$ cat config.mk
export PLATFORM = sky130hd
export DESIGN_NAME = sc_transi_sequencer
export DESIGN_NICKNAME = d
export VERILOG_FILES = /design/src/rtl/sc_transi_pkg.sv /design/src/rtl/sc_transi_prescaler.sv /design/src/rtl/sc_transi_sequencer.sv
export SDC_FILE = /design/constraint.sdc
export NUM_CORES = 1
export LEC_CHECK = 0
export ABC_AREA = 1
export BUFFER_PORTS_ARGS = -buffer_cell sky130_fd_sc_hd__buf_2
export CAP_MARGIN = 0
export CORE_ASPECT_RATIO = 1.2
export CORE_MARGIN = 5
export CORE_UTILIZATION = 61
export DETAILED_ROUTE_END_ITERATION = 10
export MAX_ROUTING_LAYER = met4
export PLACE_DENSITY = 0.8
export SETUP_SLACK_MARGIN = 0.4
export SLEW_MARGIN = 25
export SYNTH_ARGS = -nofsm -noshare
export SYNTH_HDL_FRONTEND = slang
export SYNTH_SLANG_ARGS = --single-unit
$ cat constraint.sdc
create_clock -name SC_TRANSI_CLOCK_50 -period 6.9 [get_ports SC_TRANSI_CLOCK_50]
set_input_delay 0.345 -clock SC_TRANSI_CLOCK_50 [delete_from_list [all_inputs] [get_ports SC_TRANSI_CLOCK_50]]
set_output_delay 0.345 -clock SC_TRANSI_CLOCK_50 [all_outputs]
set_load 0.02 [all_outputs]
$ cat src/rtl/sc_transi_pkg.sv
// sc_transi shared definitions: state encoding,
// widths shared with the NADA/TRANSI mux, step timing.
package sc_transi_pkg;

  localparam int SC_TRANSI_DATAWIDTH   = 8;
  localparam int SC_TRANSI_SELECTWIDTH = 1;
  localparam int SC_TRANSI_STEP_50MHZ  = 25000000;

  localparam logic [1:0] ST_IDLE_ENC  = 2'd0;
  localparam logic [1:0] ST_FILL_ENC  = 2'd1;
  localparam logic [1:0] ST_CLEAR_ENC = 2'd2;
  localparam logic [1:0] ST_DONE_ENC  = 2'd3;

  typedef enum logic [1:0] {
    ST_IDLE  = ST_IDLE_ENC,
    ST_FILL  = ST_FILL_ENC,
    ST_CLEAR = ST_CLEAR_ENC,
    ST_DONE  = ST_DONE_ENC
  } state_t;

endpackage

$ cat src/rtl/sc_transi_prescaler.sv
// Clear-able step counter; o_tc strobes on the
// last cycle of each CYCLES-long step while enabled.
module sc_transi_prescaler #(
  parameter int CYCLES = 4
) (
  input  logic i_clk,
  input  logic i_rst,
  input  logic i_clr,
  input  logic i_en,
  output logic o_tc
);

  localparam int CW = (CYCLES > 1) ? $clog2(CYCLES) : 1;
  localparam logic [CW-1:0] LAST = CW'(CYCLES - 1);

  logic [CW-1:0] r_cnt;
  logic          w_tc;

  assign w_tc = i_en && (r_cnt == LAST);
  assign o_tc = w_tc;

  // count within a step, wrap on terminal count
  always_ff @(posedge i_clk) begin
    if (i_rst) begin
      r_cnt <= '0;
    end else if (i_clr) begin
      r_cnt <= '0;
    end else if (i_en) begin
      r_cnt <= w_tc ? '0 : r_cnt + 1'b1;
    end
  end

endmodule

$ cat src/rtl/sc_transi_sequencer.sv
// Fill-then-clear wipe generator driving the
// TRANSI leg of the row mux, with select/busy/done.
module sc_transi_sequencer
  import sc_transi_pkg::*;
#(
  parameter int TRANSI_DATAWIDTH   = SC_TRANSI_DATAWIDTH,
  parameter int TRANSI_SELECTWIDTH = SC_TRANSI_SELECTWIDTH,
  parameter int TRANSI_STEPCYCLES  = SC_TRANSI_STEP_50MHZ,
  parameter int TRANSI_REPEAT      = 1
) (
  input  logic                          SC_TRANSI_CLOCK_50,
  input  logic                          SC_TRANSI_RESET_InHigh,
  input  logic                          SC_TRANSI_start_InHigh,
  input  logic                          SC_TRANSI_abort_InHigh,
  output logic [TRANSI_DATAWIDTH-1:0]   SC_TRANSI_data_OutBUS,
  output logic [TRANSI_SELECTWIDTH-1:0] SC_TRANSI_select_OutBUS,
  output logic                          SC_TRANSI_busy_Out,
  output logic                          SC_TRANSI_done_Out
);

  localparam int W  = TRANSI_DATAWIDTH;
  localparam int KW = (W > 1) ? $clog2(W) : 1;
  localparam int RW = (TRANSI_REPEAT > 1) ?
                      $clog2(TRANSI_REPEAT) : 1;
  localparam logic [KW-1:0] K_LAST = KW'(W - 1);
  localparam logic [RW-1:0] R_LAST = RW'(TRANSI_REPEAT - 1);

  state_t        r_state;
  state_t        w_state_n;
  logic [KW-1:0] r_k;
  logic [KW-1:0] w_k_n;
  logic [RW-1:0] r_r;
  logic [RW-1:0] w_r_n;
  logic [W-1:0]  r_data;
  logic [W-1:0]  w_data_n;
  logic          r_busy;
  logic          w_busy_n;
  logic          r_done;
  logic          w_done_n;
  logic          w_run;
  logic          w_tc;
  logic [W-1:0]  w_ones;

  assign w_ones = '1;
  assign w_run  = (r_state == ST_FILL) ||
                  (r_state == ST_CLEAR);

  sc_transi_prescaler #(
    .CYCLES (TRANSI_STEPCYCLES)
  ) u_pre (
    .i_clk (SC_TRANSI_CLOCK_50),
    .i_rst (SC_TRANSI_RESET_InHigh),
    .i_clr (!w_run),
    .i_en  (w_run),
    .o_tc  (w_tc)
  );

  // state, counters and registered outputs
  always_ff @(posedge SC_TRANSI_CLOCK_50) begin
    if (SC_TRANSI_RESET_InHigh) begin
      r_state <= ST_IDLE;
      r_k     <= '0;
      r_r     <= '0;
      r_data  <= '0;
      r_busy  <= 1'b0;
      r_done  <= 1'b0;
    end else begin
      r_state <= w_state_n;
      r_k     <= w_k_n;
      r_r     <= w_r_n;
      r_data  <= w_data_n;
      r_busy  <= w_busy_n;
      r_done  <= w_done_n;
    end
  end

  // next state and next output values (abort beats strobe)
  always_comb begin
    w_state_n = r_state;
    w_k_n     = r_k;
    w_r_n     = r_r;
    unique case (r_state)
      ST_IDLE: begin
        if (SC_TRANSI_start_InHigh &&
            !SC_TRANSI_abort_InHigh) begin
          w_state_n = ST_FILL;
          w_k_n     = '0;
          w_r_n     = '0;
        end
      end
      ST_FILL: begin
        if (SC_TRANSI_abort_InHigh) begin
          w_state_n = ST_DONE;
        end else if (w_tc) begin
          if (r_k == K_LAST) begin
            w_state_n = ST_CLEAR;
            w_k_n     = '0;
          end else begin
            w_k_n = r_k + 1'b1;
          end
        end
      end
      ST_CLEAR: begin
        if (SC_TRANSI_abort_InHigh) begin
          w_state_n = ST_DONE;
        end else if (w_tc) begin
          if (r_k != K_LAST) begin
            w_k_n = r_k + 1'b1;
          end else if (r_r == R_LAST) begin
            w_state_n = ST_DONE;
          end else begin
            w_state_n = ST_FILL;
            w_k_n     = '0;
            w_r_n     = r_r + 1'b1;
          end
        end
      end
      ST_DONE: begin
        w_state_n = ST_IDLE;
      end
      default: begin
        w_state_n = ST_IDLE;
      end
    endcase

    w_busy_n = (w_state_n == ST_FILL) ||
               (w_state_n == ST_CLEAR);
    w_done_n = (w_state_n == ST_DONE);
    w_data_n = '0;
    if (w_state_n == ST_FILL) begin
      w_data_n = w_ones >> (W - 1 - int'(w_k_n));
    end else if (w_state_n == ST_CLEAR) begin
      w_data_n = w_ones << (int'(w_k_n) + 1);
    end
  end

  assign SC_TRANSI_data_OutBUS   = r_data;
  assign SC_TRANSI_select_OutBUS = {TRANSI_SELECTWIDTH{r_busy}};
  assign SC_TRANSI_busy_Out      = r_busy;
  assign SC_TRANSI_done_Out      = r_done;

endmodule

# After elaboration in Yosys (flattened, before gate mapping)
# Index checks and enable logic that the tools add are counted.
[classes]
n_reduce_logical = 9
n_div = 0
muxes = 26
bitwise = 1
add_sub_neg = 5
eq_ne = 13
shifts = 2
mul = 0
n_lt_le_gt_ge = 0
[op_table]
columns = ["op", "n"]
rows = [
  ["$shr 8x32->8 const A", 1],
  ["$add 25x1->25 const B", 1],
  ["$eq 25x25->1 const B", 1],
  ["$mux 3", 8],
  ["$mux 2", 8],
  ["$mux 8", 2],
  ["$pmux 3 s3", 1],
  ["$eq 2x2->1 const B", 4],
  ["$pmux 2 s4", 1],
  ["$shl 8x4->8 const A", 1],
  ["$ne 2x2->1 const B", 3],
  ["$mux 1", 5],
  ["$reduce_and 5->1", 1],
  ["$add 3x1->4 const B", 1],
  ["$eq 2x1->1 const B", 2],
  ["$sub 3x3->4 const A", 1],
  ["$add 3x1->3 const B", 1],
  ["$eq 3x3->1 const B", 1],
  ["$ne 3x3->1 const B", 1],
  ["$reduce_or 3->1", 1],
  ["$logic_and 1x1->1", 2],
  ["$logic_not 2->1", 1],
  ["$logic_or 1x1->1", 2],
  ["$ne 2x1->1 const B", 1],
  ["other kinds (5)", 5],
]
[word_totals]
mem_bits_rw = 0
latch_bits = 0
mem_bits_ro = 0
n_memories = 0
reg_bits = 41
inputBits = 4

# Logic depth before layout (Yosys ltp)
# Gate-level depths: netlist of run 1.
[logic_depth]
depth_word = 10
depth_mapped = 17
mapped_depth_nobuf = 17

# Hierarchy
# Synthesis of run 1 repeated with hierarchy kept, for this count alone.
[hier_totals]
hier_cells = 379
hier_area_um2 = 2558.7
[by_module_without_submodules]
columns = ["mod", "instances", "cells_each", "area_per_inst_um2"]
rows = [
  ["sc_transi_prescaler", 1, 248, 1547.7],
  ["sc_transi_sequencer", 1, 131, 1011.0],
]

# Worst setup path after synthesis of run 1
# Ideal clock, no wire load.
[synth_path]
kind = "reg-to-reg"
startpoint = "register u_pre.r_cnt[0]"
endpoint = "register r_data[2] (netlist: SC_TRANSI_data_OutBUS[2])"
arrival_ns = 2.243
synth_period_minus_slack_ns = 2.316
path_stages_with_launch = 15
required_time_ns = 6.827
setup_slack_ns = 4.584
cell_sequence = "dfxtp_1 -> ha_1 -> nand2_1 -> nor2_4 -> nand2_1 -> nor4_1 -> nand4_1 -> nand2_1 -> o21ai_0 -> o21ai_1 -> nand2_1 -> ha_1 -> nor2_1 -> nor3_1 -> nor3_2"
[synth_via]
word_cells_on_any_way = 20
[synth_lines]
columns = ["element", "line_no", "text"]
rows = [
  ["from (decl)", "sc_transi_prescaler.sv:16", "logic [CW-1:0] r_cnt;"],
  ["from (signal assigned)", "sc_transi_prescaler.sv:29", "r_cnt <= w_tc ? '0 : r_cnt + 1'b1;"],
  ["$eq 25x25->1 (*)", "sc_transi_prescaler.sv:19", "assign w_tc = i_en && (r_cnt == LAST);"],
  ["$logic_and 1x1->1 (*)", "sc_transi_prescaler.sv:19", ""],
  ["$mux 2 (on tied branches)", "sc_transi_sequencer.sv:106, sc_transi_sequencer.sv:94", ""],
  ["$mux 2 (on tied branches)", "sc_transi_sequencer.sv:104, sc_transi_sequencer.sv:92", ""],
  ["$pmux 2 s4 (*)", "sc_transi_sequencer.sv:82", "unique case (r_state)"],
  ["named net w_state_n[0]", "sc_transi_sequencer.sv:29", "state_t w_state_n;"],
  ["$eq 2x2->1", "sc_transi_sequencer.sv:132", "end else if (w_state_n == ST_CLEAR) begin"],
  ["$mux 8", "sc_transi_sequencer.sv:132", ""],
  ["$mux 8 (*)", "sc_transi_sequencer.sv:130", "if (w_state_n == ST_FILL) begin"],
  ["to (signal assigned)", "sc_transi_sequencer.sv:71", "r_data <= w_data_n;"],
  ["to (decl)", "sc_transi_sequencer.sv:34", "logic [W-1:0] r_data;"],
]
# The timed path passes the listed nets; every way through them passes the cells marked *.
# A chain may end at the register's enable or synchronous reset.

# Worst setup path after layout of run 1
[layout_path]
startpoint = "register r_state[0]"
endpoint = "register r_data[3] (netlist: SC_TRANSI_data_OutBUS[3])"
[layout_via]
elab_chain_cells = 10
word_cells_on_any_way = 27
[layout_lines]
columns = ["element", "line_no", "text"]
rows = [
  ["from (decl)", "sc_transi_sequencer.sv:28", "state_t r_state;"],
  ["from (signal assigned)", "sc_transi_sequencer.sv:68", "r_state <= w_state_n;"],
  ["$eq 2x1->1 or $eq 2x2->1 (tied branches)", "sc_transi_sequencer.sv:45, sc_transi_sequencer.sv:82, sc_transi_sequencer.sv:46", ""],
  ["$logic_or 1x1->1", "sc_transi_sequencer.sv:45", "assign w_run = (r_state == ST_FILL) ||"],
  ["$logic_and 1x1->1", "sc_transi_prescaler.sv:19", ""],
  ["$mux 3 (on tied branches)", "sc_transi_sequencer.sv:106, sc_transi_sequencer.sv:94", ""],
  ["$mux 3 (on tied branches)", "sc_transi_sequencer.sv:104, sc_transi_sequencer.sv:92", ""],
  ["$pmux 3 s3 (*)", "sc_transi_sequencer.sv:82", ""],
  ["named net w_k_n[1]", "sc_transi_sequencer.sv:31", "logic [KW-1:0] w_k_n;"],
  ["$add 3x1->4", "sc_transi_sequencer.sv:133", "w_data_n = w_ones << (int'(w_k_n) + 1);"],
  ["$shl 8x4->8", "sc_transi_sequencer.sv:133", ""],
  ["$mux 8", "sc_transi_sequencer.sv:132", ""],
  ["$mux 8 (*)", "sc_transi_sequencer.sv:130", ""],
]
# Marks and branches as above.

==> reports/summary.txt, run 1 <==
Cells after DPL -> 370
maxcap violations -> 0
setup TNS -> 0 ps
post-DP HPWL -> 3700 um
CTS sink count -> 40
cts bufs inserted -> 5
Total GRT Usage -> 0.210
H-tree levels -> 2
Flop pwr share -> 0.560
Ys Warns -> 0
metal2 WL -> 2450 um
# DRC -> 0
crit share post-route -> 0.391
antenna violations before repair -> 0
CP arrival -> 2920 ps
result of the run -> finished, final reports clean
IO Pins -> 15
Wirelength per Cell -> 12.6 um
antenna viol nets, final -> 0
uppermost layer routed -> met4
Power Density -> 165 mW/mm^2
vias in the first global route -> 1,994
worst hold slack -> 405 ps
setup ws final -> 4210 ps
Routed WL -> 4750 um
Mean Syn Cell Area -> 7.56 um^2
leakage power -> 0.961 nW
pin count of the biggest net entering global routing -> 17
clock share of power -> 0.369
post-CTS setup buffer count -> 0
Setup-failing EPs final -> 0
Internal -> 0.313 mW
DR iter-0 viols -> 142
R2R Path End -> SC_TRANSI_data_OutBUS[3]
Final nets -> 346
TritonCTS clock tree -> yes
CP Launch Type -> register
Hold EP -> SC_TRANSI_busy_Out
DP Area -> 0.00245 mm^2
Max VDD drop -> 0.000148 V
worst r2r path cells -> 13
Hold-fix buffers, CTS -> 0
Max-slew headroom -> 0.665
final cell count without fillers -> 378
fill cell count -> 333
Area Overhead vs Synth -> 8.81%
Layout Skew -> 9.45 ps
Metal-1 WL -> 2080 um
Mapped Nets -> 329
Hold Path Class -> input pin to register
r2r setup slk -> 4210 ps
Clock Latency Late Sink -> 290 ps
Sw Share -> 0.254
Max Clk Rate -> 0.371 GHz
clk buf depth -> 2
Worst Path Required -> 7120 ps
Post-synth EDFFs -> 0
CP Class -> register to register
RSZ-0062 raised after global routing -> false
post-synth cell types -> 40
Post-Layout Inst Area -> 0.00253 mm^2
largest cells by area after synthesis -> dfxtp_1 34%, ha_1 9.1%, nand2_1 7.7%
Async S/R FF share, synth -> 0
Yosys reg bits -> 40
CTS resizes -> 0
Syn Std Cell Area -> 0.00233 mm^2
Fin. Hold Viols -> 0
Port Buffer Count -> 14
Met3 Wirelength -> 109 um
min-delay src -> SC_TRANSI_RESET_InHigh
diode count -> 0
synth cell count leaders -> 48 x nand2_1, 41 x inv_1, 40 x dfxtp_1
Syn Inst Count -> 308
CTS clk-pin slew, worst paths -> 80 ps
die width -> 66.4 um
Die Height -> 77.7 um
endpoint class of the critical path -> register
net switching power -> 0.106 mW
Cell Rows -> 24
vias -> 2,004
Placement Setup Slack -> 4260 ps
WHS Path Cells -> 2
register area share after synthesis -> 0.344
DIE AREA -> 0.00516 mm^2
crit-path max FO -> 6
Root Driver -> clkbuf_8
RePlAce Congestion -> 0.901
Synth top area share -> 0.344
first-pass GRT wire length -> 8470 um
leading area contributor after synthesis -> dfxtp_1
Combinational Power Share -> 0.071
core area -> 0.00366 mm^2
Tmin final -> 2690 ps
Primary FF master, synth -> dfxtp_1
initial core utilization -> 0.636
Worst Max-Slew Pin Slew -> 501 ps
vias per cell -> 5.30
Reg2Reg Launch Point -> r_state[0]
count leader, synth -> nand2_1
share of cells above drive strength 1 -> 0.193
drt pass-1 iters -> 4
fin. max-slew vios -> 0
GRT overflow -> 0
## cell usage in the layout (no fill, tap or decap), types with 3 or more instances in the layout
cell type	netlist	layout
o21ai_1	3	3
nor3_2	3	3
buf_2	1	14
inv_2	4	4
nand2_1	48	48
ha_1	17	17
nand3_1	11	11
a21oi_1	22	22
nand3_2	5	5
nor2_1	33	33
xor2_1	3	3
dfxtp_1	40	40
nor4_1	6	6
nor3_1	9	9
nand2_2	5	5
nand4_1	9	9
o21ai_0	14	14
clkinv_2	1	3
nor2_4	5	5
inv_1	41	41
nor2_2	5	5
clkbuf_8	0	5
## state kept, by name (all words and copies together), names as in the netlist
name,count
u_pre.r_cnt,25
SC_TRANSI_data_OutBUS,8
r_k,3
r_state,2
SC_TRANSI_busy_Out,1
SC_TRANSI_done_Out,1
## layer usage
layer	vias to the layer above	global-route usage
met2	29	0.351
met5	-	-
met3	13	0.0390
li1	1046	-
met1	916	0.244
met4	0	0.0874
## layout make-up
cell class / instances / area [um^2] / share of cell area
clock buffer: 5 / 68.8 / 0.0272
tap: 52 / 65.1 / 0.0257
multi-input combinational: 215 / 1320 / 0.520
sequential: 40 / 801 / 0.316
inverter: 48 / 186 / 0.0736
clock inverter: 3 / 18.8 / 0.00741
timing repair buffer: 15 / 77.6 / 0.0306
## worst max-delay path by stage
stage / startpoint / endpoint / slack [ps] / depth (start not counted)
3_3_place_gp: r_state[0] / SC_TRANSI_data_OutBUS[3] / 4370 / 13
6_report: r_state[0] / SC_TRANSI_data_OutBUS[3] / 4210 / 13
2_1_floorplan: u_pre.r_cnt[0] / SC_TRANSI_data_OutBUS[2] / 4580 / 14
3_5_place_dp: r_state[0] / SC_TRANSI_data_OutBUS[3] / 4260 / 13
4_1_cts: r_state[0] / SC_TRANSI_data_OutBUS[3] / 4230 / 13
5_1_grt: u_pre.r_cnt[0] / SC_TRANSI_data_OutBUS[1] / 3900 / 14
## worst max-delay path: stages (launching register included)
cell     delay [ps]
dfxtp_1         400
inv_1           110
ha_1            310
nand2_1          60
nor2_1          170
nand3_2         100
nor2_2          220
nand4_1         200
nand2_4         170
ha_1            190
inv_1            50
ha_1            170
or2_2           310
a21oi_1         160
## metrics by stage
step           power [mW]  utilization
6_report            0.419        0.692
5_1_grt             0.435        0.692
4_1_cts             0.422        0.692
3_5_place_dp        0.270        0.668
3_3_place_gp        0.269        0.668
2_1_floorplan       0.262            -
## power by group through the flow
| stage | Combinational [mW] | Sequential, mW | Clock [mW] |
|---|---|---|---|
| finish | 0.0299 | 0.235 | 0.154 |
| global route | 0.0336 | 0.235 | 0.167 |
| CTS | 0.0299 | 0.235 | 0.157 |
| detailed placement | 0.0296 | 0.240 | 0 |
| global placement | 0.0291 | 0.240 | 0 |
| floorplan | 0.0206 | 0.242 | 0 |
## kinds of logic after synthesis
| kind of cell | Yosys count | synth area share |
|---|---|---|
| flip-flops | 40 | 0.344 |
| AND/OR/NAND/NOR | 151 | 0.362 |
| buffers and inverters | 53 | 0.0908 |
| adder cells (fa/ha/maj) | 17 | 0.0913 |
| AO/OA/AOI/OAI | 43 | 0.0967 |
| XOR/XNOR | 4 | 0.0150 |
Power figures use the tool's default switching activity.
==> run 2, diff against run 1 <==
--- a/config.mk
+++ b/config.mk
@@ -10,10 +10,10 @@
 export CAP_MARGIN = 0
 export CORE_ASPECT_RATIO = 1.2
 export CORE_MARGIN = 5
-export CORE_UTILIZATION = 61
+export CORE_UTILIZATION = 60
 export DETAILED_ROUTE_END_ITERATION = 10
 export MAX_ROUTING_LAYER = met4
-export PLACE_DENSITY = 0.8
+export PLACE_DENSITY = 0.79
 export SETUP_SLACK_MARGIN = 0.4
 export SLEW_MARGIN = 25
 export SYNTH_ARGS = -nofsm -noshare
==> constraint.sdc (replaced) <==
create_clock -name SC_TRANSI_CLOCK_50 -period 2.7 [get_ports SC_TRANSI_CLOCK_50]
set_input_delay 0.135 -clock SC_TRANSI_CLOCK_50 [delete_from_list [all_inputs] [get_ports SC_TRANSI_CLOCK_50]]
set_output_delay 0.135 -clock SC_TRANSI_CLOCK_50 [all_outputs]
set_load 0.02 [all_outputs]
==> run 2 against run 1 <==
  * Sequential power grew to 2.5 times the previous value
  * Die area rose by 1.4%
  * Critical path depth is 3 higher
  * Count of clock-buffer cells in the layout rose by 1
  * Register-to-register slack lost 4000 ps
  * Largest cell class unchanged
  * Largest power group unchanged
  * Highest routed layer unchanged
==> reports/summary.txt, run 2 (synthesized netlist as in run 1, its figures left out) <==
Fin. Hold Viols -> 0
first-pass GRT wire length -> 8910 um
post-DP HPWL -> 3620 um
Area Overhead vs Synth -> 22.5%
antenna violations before repair -> 0
delay-heaviest family, CP -> simple AND/OR/NAND/NOR gates
vias -> 2,095
Worst Path Required -> 2940 ps
WHS Path Cells -> 2
overall power -> 1.22 mW
GRT overflow -> 0
uppermost layer routed -> met4
vias per cell -> 5.33
Worst path max stage delay -> 360 ps
initial core utilization -> 0.630
endpoint class of the critical path -> register
metal2 WL -> 2840 um
Met3 Wirelength -> 159 um
core area -> 0.00369 mm^2
Total GRT Usage -> 0.222
Hold Path Class -> input pin to register
# DRC -> 0
Wirelength per Cell -> 13.4 um
Buffers & Inverters on Critical Path -> 2
diode count -> 0
RePlAce Congestion -> 0.927
Hold-fix buffers, CTS -> 0
CTS sink count -> 40
CP Class -> register to register
Die Height -> 78.2 um
share of cells above drive strength 1 -> 0.328
multi-input gate area in the final layout -> 0.00148 mm^2
Layout Skew -> 4.42 ps
leakage power -> 1.09 nW
most common cell after layout, fill and taps aside -> nand2_1
CP cell instances -> ha_4 -> nand2_4 -> nor2_4 -> nand2_2 -> nor4_4 -> nand4_1 -> nand2_1 -> o21ai_1 -> o21ai_1 -> nand2_2 -> inv_2 -> ha_4 -> inv_2 -> nor2_4 -> nand4_1 -> a21oi_2
setup TNS -> 0 ps
antenna viol nets, final -> 0
Max VDD drop -> 0.000259 V
H-tree levels -> 2
fin util -> 0.772
Metal-1 WL -> 2100 um
Worst Max-Slew Pin Slew -> 689 ps
die width -> 66.9 um
Clock Latency Late Sink -> 300 ps
max FFs per register -> 25
Slowest cell on crit path -> dfxtp_2
DIE AREA -> 0.00523 mm^2
Root Driver -> clkbuf_8
Power Density -> 429 mW/mm^2
fin. max-slew vios -> 0
Final nets -> 361
pin count of the biggest net entering global routing -> 17
cts bufs inserted -> 5
commonest non-fill, non-tap cells in the layout -> 42 x nand2_1, 36 x inv_1, 32 x dfxtp_1, 31 x nor2_1, 19 x a21oi_1
RSZ-0062 raised after global routing -> true
vias in the first global route -> 2,037
Tmin final -> 2470 ps
TritonCTS clock tree -> yes
worst r2r path cells -> 16
fill cell count -> 277
Routed WL -> 5260 um
Top reg by flops -> u_pre.r_cnt
CP Depth -> 16
CTS clk-pin slew, worst paths -> 80 ps
Sequential Area -> 811 um^2
Setup-failing EPs final -> 0
Port Buffer Count -> 14
maxcap violations -> 0
clk buf depth -> 2
result of the run -> finished, final reports clean
CP arrival -> 2710 ps
crit-path max FO -> 7
IO Pins -> 15
CP Launch Type -> register
Max-slew headroom -> 0.538
DR iter-0 viols -> 115
DP Area -> 0.00246 mm^2
drt pass-1 iters -> 4
worst hold slack -> 214 ps
Post-Layout Inst Area -> 0.00285 mm^2
Max Clk Rate -> 0.405 GHz
Cell Rows -> 24
crit share post-route -> 0.915
## run 2: cell count changes in the layout (fill, tap and decap cells not counted), moves of 6 or more
cell,delta
dfxtp_1,-8
ha_4,+6
ha_1,-8
nand2_1,-6
dfxtp_2,+8
buf_4,+14
## run 2: where the power goes
part / switching [mW] / internal (mW)
clock network: 0.215 / 0.302
logic: 0.0656 / 0.0410
registers: 0.00305 / 0.596
## run 2: through the flow
stage                     instances  worst slack (ps)
final                           393               229
after global routing            393             -24.9
after CTS                       385               408
after detailed placement        371              -195
after global placement          371             -57.0
after floorplan                 308               422
## run 2: metal layers
| metal | vias to the layer above | GRT usage |
|---|---|---|
| li1 | 1068 | - |
| met1 | 963 | 0.248 |
| met2 | 48 | 0.381 |
| met3 | 16 | 0.0429 |
| met4 | 0 | 0.0953 |
| met5 | - | - |
## run 2: timing repair
action                                  in CTS  in global routing
setup buffers                                6                  8
pin swaps                                    6                 19
gates resized for setup                     25                 21
endpoints found under the setup margin      31                 16
## run 2: layout make-up
| type | instances | share of cell area |
|---|---|---|
| multi-input combinational | 215 | 0.517 |
| sequential | 40 | 0.284 |
| timing repair buffer | 30 | 0.0680 |
| inverter | 48 | 0.0654 |
| clock buffer | 6 | 0.0289 |
| tap | 52 | 0.0228 |
| clock inverter | 2 | 0.0136 |
## run 2: path summary, 6_finish.rpt
| path | from | endpoint | slack [ps] |
|---|---|---|---|
| setup / recovery | u_pre.r_cnt[1] | SC_TRANSI_data_OutBUS[1] | 230 |
| hold / removal | SC_TRANSI_RESET_InHigh | SC_TRANSI_busy_Out | 210 |
| setup reg to reg | u_pre.r_cnt[1] | SC_TRANSI_data_OutBUS[1] | 230 |
| hold reg to reg | u_pre.r_cnt[20] | u_pre.r_cnt[20] | 460 |
## run 2: worst reg2reg max path: cells and delay by family, from the launching register on
family,cells,cell delay (ps)
and+or+nand+nor,9,1210
AOI/OAI and AO/OA,3,400
DFF,1,360
adders and majority gates,2,300
buffers and inverters,2,140
==> run 3, diff against run 2 <==
--- a/config.mk
+++ b/config.mk
@@ -10,10 +10,10 @@
 export CAP_MARGIN = 0
 export CORE_ASPECT_RATIO = 1.2
 export CORE_MARGIN = 5
-export CORE_UTILIZATION = 60
+export CORE_UTILIZATION = 61
 export DETAILED_ROUTE_END_ITERATION = 10
 export MAX_ROUTING_LAYER = met4
-export PLACE_DENSITY = 0.79
+export PLACE_DENSITY = 0.8
 export SETUP_SLACK_MARGIN = 0.4
 export SLEW_MARGIN = 25
 export SYNTH_ARGS = -nofsm -noshare
==> constraint.sdc (replaced) <==
create_clock -name SC_TRANSI_CLOCK_50 -period 2.9 [get_ports SC_TRANSI_CLOCK_50]
set_input_delay 0.145 -clock SC_TRANSI_CLOCK_50 [delete_from_list [all_inputs] [get_ports SC_TRANSI_CLOCK_50]]
set_output_delay 0.145 -clock SC_TRANSI_CLOCK_50 [all_outputs]
set_load 0.005 [all_outputs]
==> run 3 against run 2 <==
  * Non-clock buffer count fell by 6
  * Wire length fell by 3.7%
  * Clock skew rose by 3.0 ps
  * Combinational power fell by 29%
  * Worst setup slack improved by 220 ps
  * Final cell count fell by 1.5%
  * Sequential cell count did not move
  * Highest routed layer unchanged
  * Global-route usage fell by 0.66 points
  * Largest power group unchanged
  * Count of clock-buffer cells in the layout did not move
==> reports/summary.txt, run 3 (synthesized netlist as in run 1, its figures left out) <==
core area -> 0.00366 mm^2
worst hold slack -> 203 ps
CP Class -> register to register
Cell Rows -> 24
setup TNS -> 0 ps
Top reg by flops -> u_pre.r_cnt
IO Pins -> 15
RePlAce Congestion -> 0.861
result of the run -> finished, final reports clean
TritonCTS clock tree -> yes
CTS sink count -> 40
Hold-fix buffers, CTS -> 0
# DRC -> 0
Clock Latency Late Sink -> 300 ps
Combinational Power Share -> 0.068
die width -> 66.4 um
Placement Setup Slack -> 148 ps
max FFs per register -> 25
WHS Path Cells -> 2
vias in the first global route -> 1,921
H-tree levels -> 2
delay-heaviest family, CP -> simple AND/OR/NAND/NOR gates
vias per cell -> 5.26
crit-path max FO -> 7
Root Driver -> clkbuf_8
crit share post-route -> 0.847
vias -> 2,036
RSZ-0062 raised after global routing -> true
Sw Share -> 0.228
Reg2Reg Launch Point -> u_pre.r_cnt[0]
R2R Path End -> SC_TRANSI_data_OutBUS[3]
Max Clk Rate -> 0.407 GHz
Fin. Hold Viols -> 0
cts bufs inserted -> 5
min-delay src -> SC_TRANSI_RESET_InHigh
fin. max-slew vios -> 0
Flop pwr share -> 0.499
Max-slew headroom -> 0.730
CP cell instances -> ha_4 -> nand2_4 -> nor2_4 -> nand2_2 -> nor4_4 -> nand4_1 -> nand2_1 -> o21ai_1 -> o21ai_1 -> nand2_1 -> inv_2 -> ha_4 -> inv_4 -> nor2_4 -> buf_4 -> nand3_1 -> a21oi_1
Port Buffer Count -> 14
clock share of power -> 0.433
Die Height -> 77.7 um
share of cells above drive strength 1 -> 0.299
GRT overflow -> 0
CTS clk-pin slew, worst paths -> 80 ps
Buffers & Inverters on Critical Path -> 3
initial core utilization -> 0.636
Slowest cell on crit path -> dfxtp_2
leakage power -> 1.06 nW
Layout Skew -> 7.41 ps
endpoint class of the critical path -> register
CP Launch Type -> register
Internal -> 0.865 mW
Hold EP -> SC_TRANSI_busy_Out
Hold Path Class -> input pin to register
Routed WL -> 5070 um
net switching power -> 0.256 mW
Sequential Area -> 808 um^2
clk buf depth -> 2
drt pass-1 iters -> 4
commonest non-fill, non-tap cells in the layout -> 43 x nand2_1, 37 x inv_1, 34 x dfxtp_1, 31 x nor2_1, 20 x a21oi_1
maxcap violations -> 0
Max VDD drop -> 0.000352 V
r2r setup slk -> 440 ps
Setup-failing EPs final -> 0
pin count of the biggest net entering global routing -> 17
Worst path max stage delay -> 360 ps
Power Density -> 404 mW/mm^2
worst r2r path cells -> 17
Worst Path Required -> 3130 ps
DR iter-0 viols -> 108
most common cell after layout, fill and taps aside -> nand2_1
Final nets -> 355
DIE AREA -> 0.00516 mm^2
Area Overhead vs Synth -> 19.1%
multi-input gate area in the final layout -> 0.00144 mm^2
CP arrival -> 2690 ps
setup ws final -> 444 ps
Total GRT Usage -> 0.216
post-DP HPWL -> 3660 um
fill cell count -> 279
antenna violations before repair -> 0
first-pass GRT wire length -> 8480 um
Wirelength per Cell -> 13.1 um
antenna viol nets, final -> 0
Tmin final -> 2460 ps
diode count -> 0
Worst Max-Slew Pin Slew -> 401 ps
run 3: final cells by class:
cell class,instances,share of cell area
Inverter,48,0.0681
Sequential cell,40,0.292
Multi-Input combinational cell,215,0.521
Timing Repair Buffer,24,0.0523
Clock inverter,2,0.0140
Tap cell,52,0.0235
Clock buffer,6,0.0298
run 3: through the flow:
| stage | power (mW) | utilization | std cells | area, um^2 |
|---|---|---|---|---|
| global route | 1.16 | 0.757 | 387 | 2770 |
| global placement | 0.637 | 0.672 | 372 | 2460 |
| detailed placement | 0.636 | 0.672 | 372 | 2460 |
| finish | 1.12 | 0.757 | 387 | 2770 |
| CTS | 1.12 | 0.717 | 383 | 2630 |
| floorplan | 0.618 | - | 308 | 2330 |
run 3: power groups by stage:
stage / Combinational [mW] / Clock (mW) / Sequential, mW
6_report: 0.0762 / 0.485 / 0.559
5_1_grt: 0.0849 / 0.517 / 0.560
4_1_cts: 0.0682 / 0.492 / 0.558
3_5_place_dp: 0.0655 / 0 / 0.571
3_3_place_gp: 0.0661 / 0 / 0.571
2_1_floorplan: 0.0474 / 0 / 0.571
run 3: layer usage:
metal,track usage,wire length (um)
met4,0.0955,172
met2,0.368,2700
met3,0.0448,135
met5,-,0
met1,0.238,2060
run 3: worst max-delay path by stage:
stage,start,endpoint,slack [ps],cells after the start
after CTS,u_pre.r_cnt[0],SC_TRANSI_data_OutBUS[3],400,13
after global routing,u_pre.r_cnt[0],SC_TRANSI_data_OutBUS[1],250,16
after detailed placement,u_pre.r_cnt[0],SC_TRANSI_data_OutBUS[1],150,14
after floorplan,u_pre.r_cnt[0],SC_TRANSI_data_OutBUS[2],580,14
after global placement,u_pre.r_cnt[0],SC_TRANSI_data_OutBUS[2],230,14
final,u_pre.r_cnt[0],SC_TRANSI_data_OutBUS[3],440,17
run 3: timing repair:
item | 4_1_cts | 5_1_grt
setup endpoints to repair | 8 | 8
pin swaps | 2 | 16
buffers inserted | 3 | 4
gates resized for setup | 7 | 33
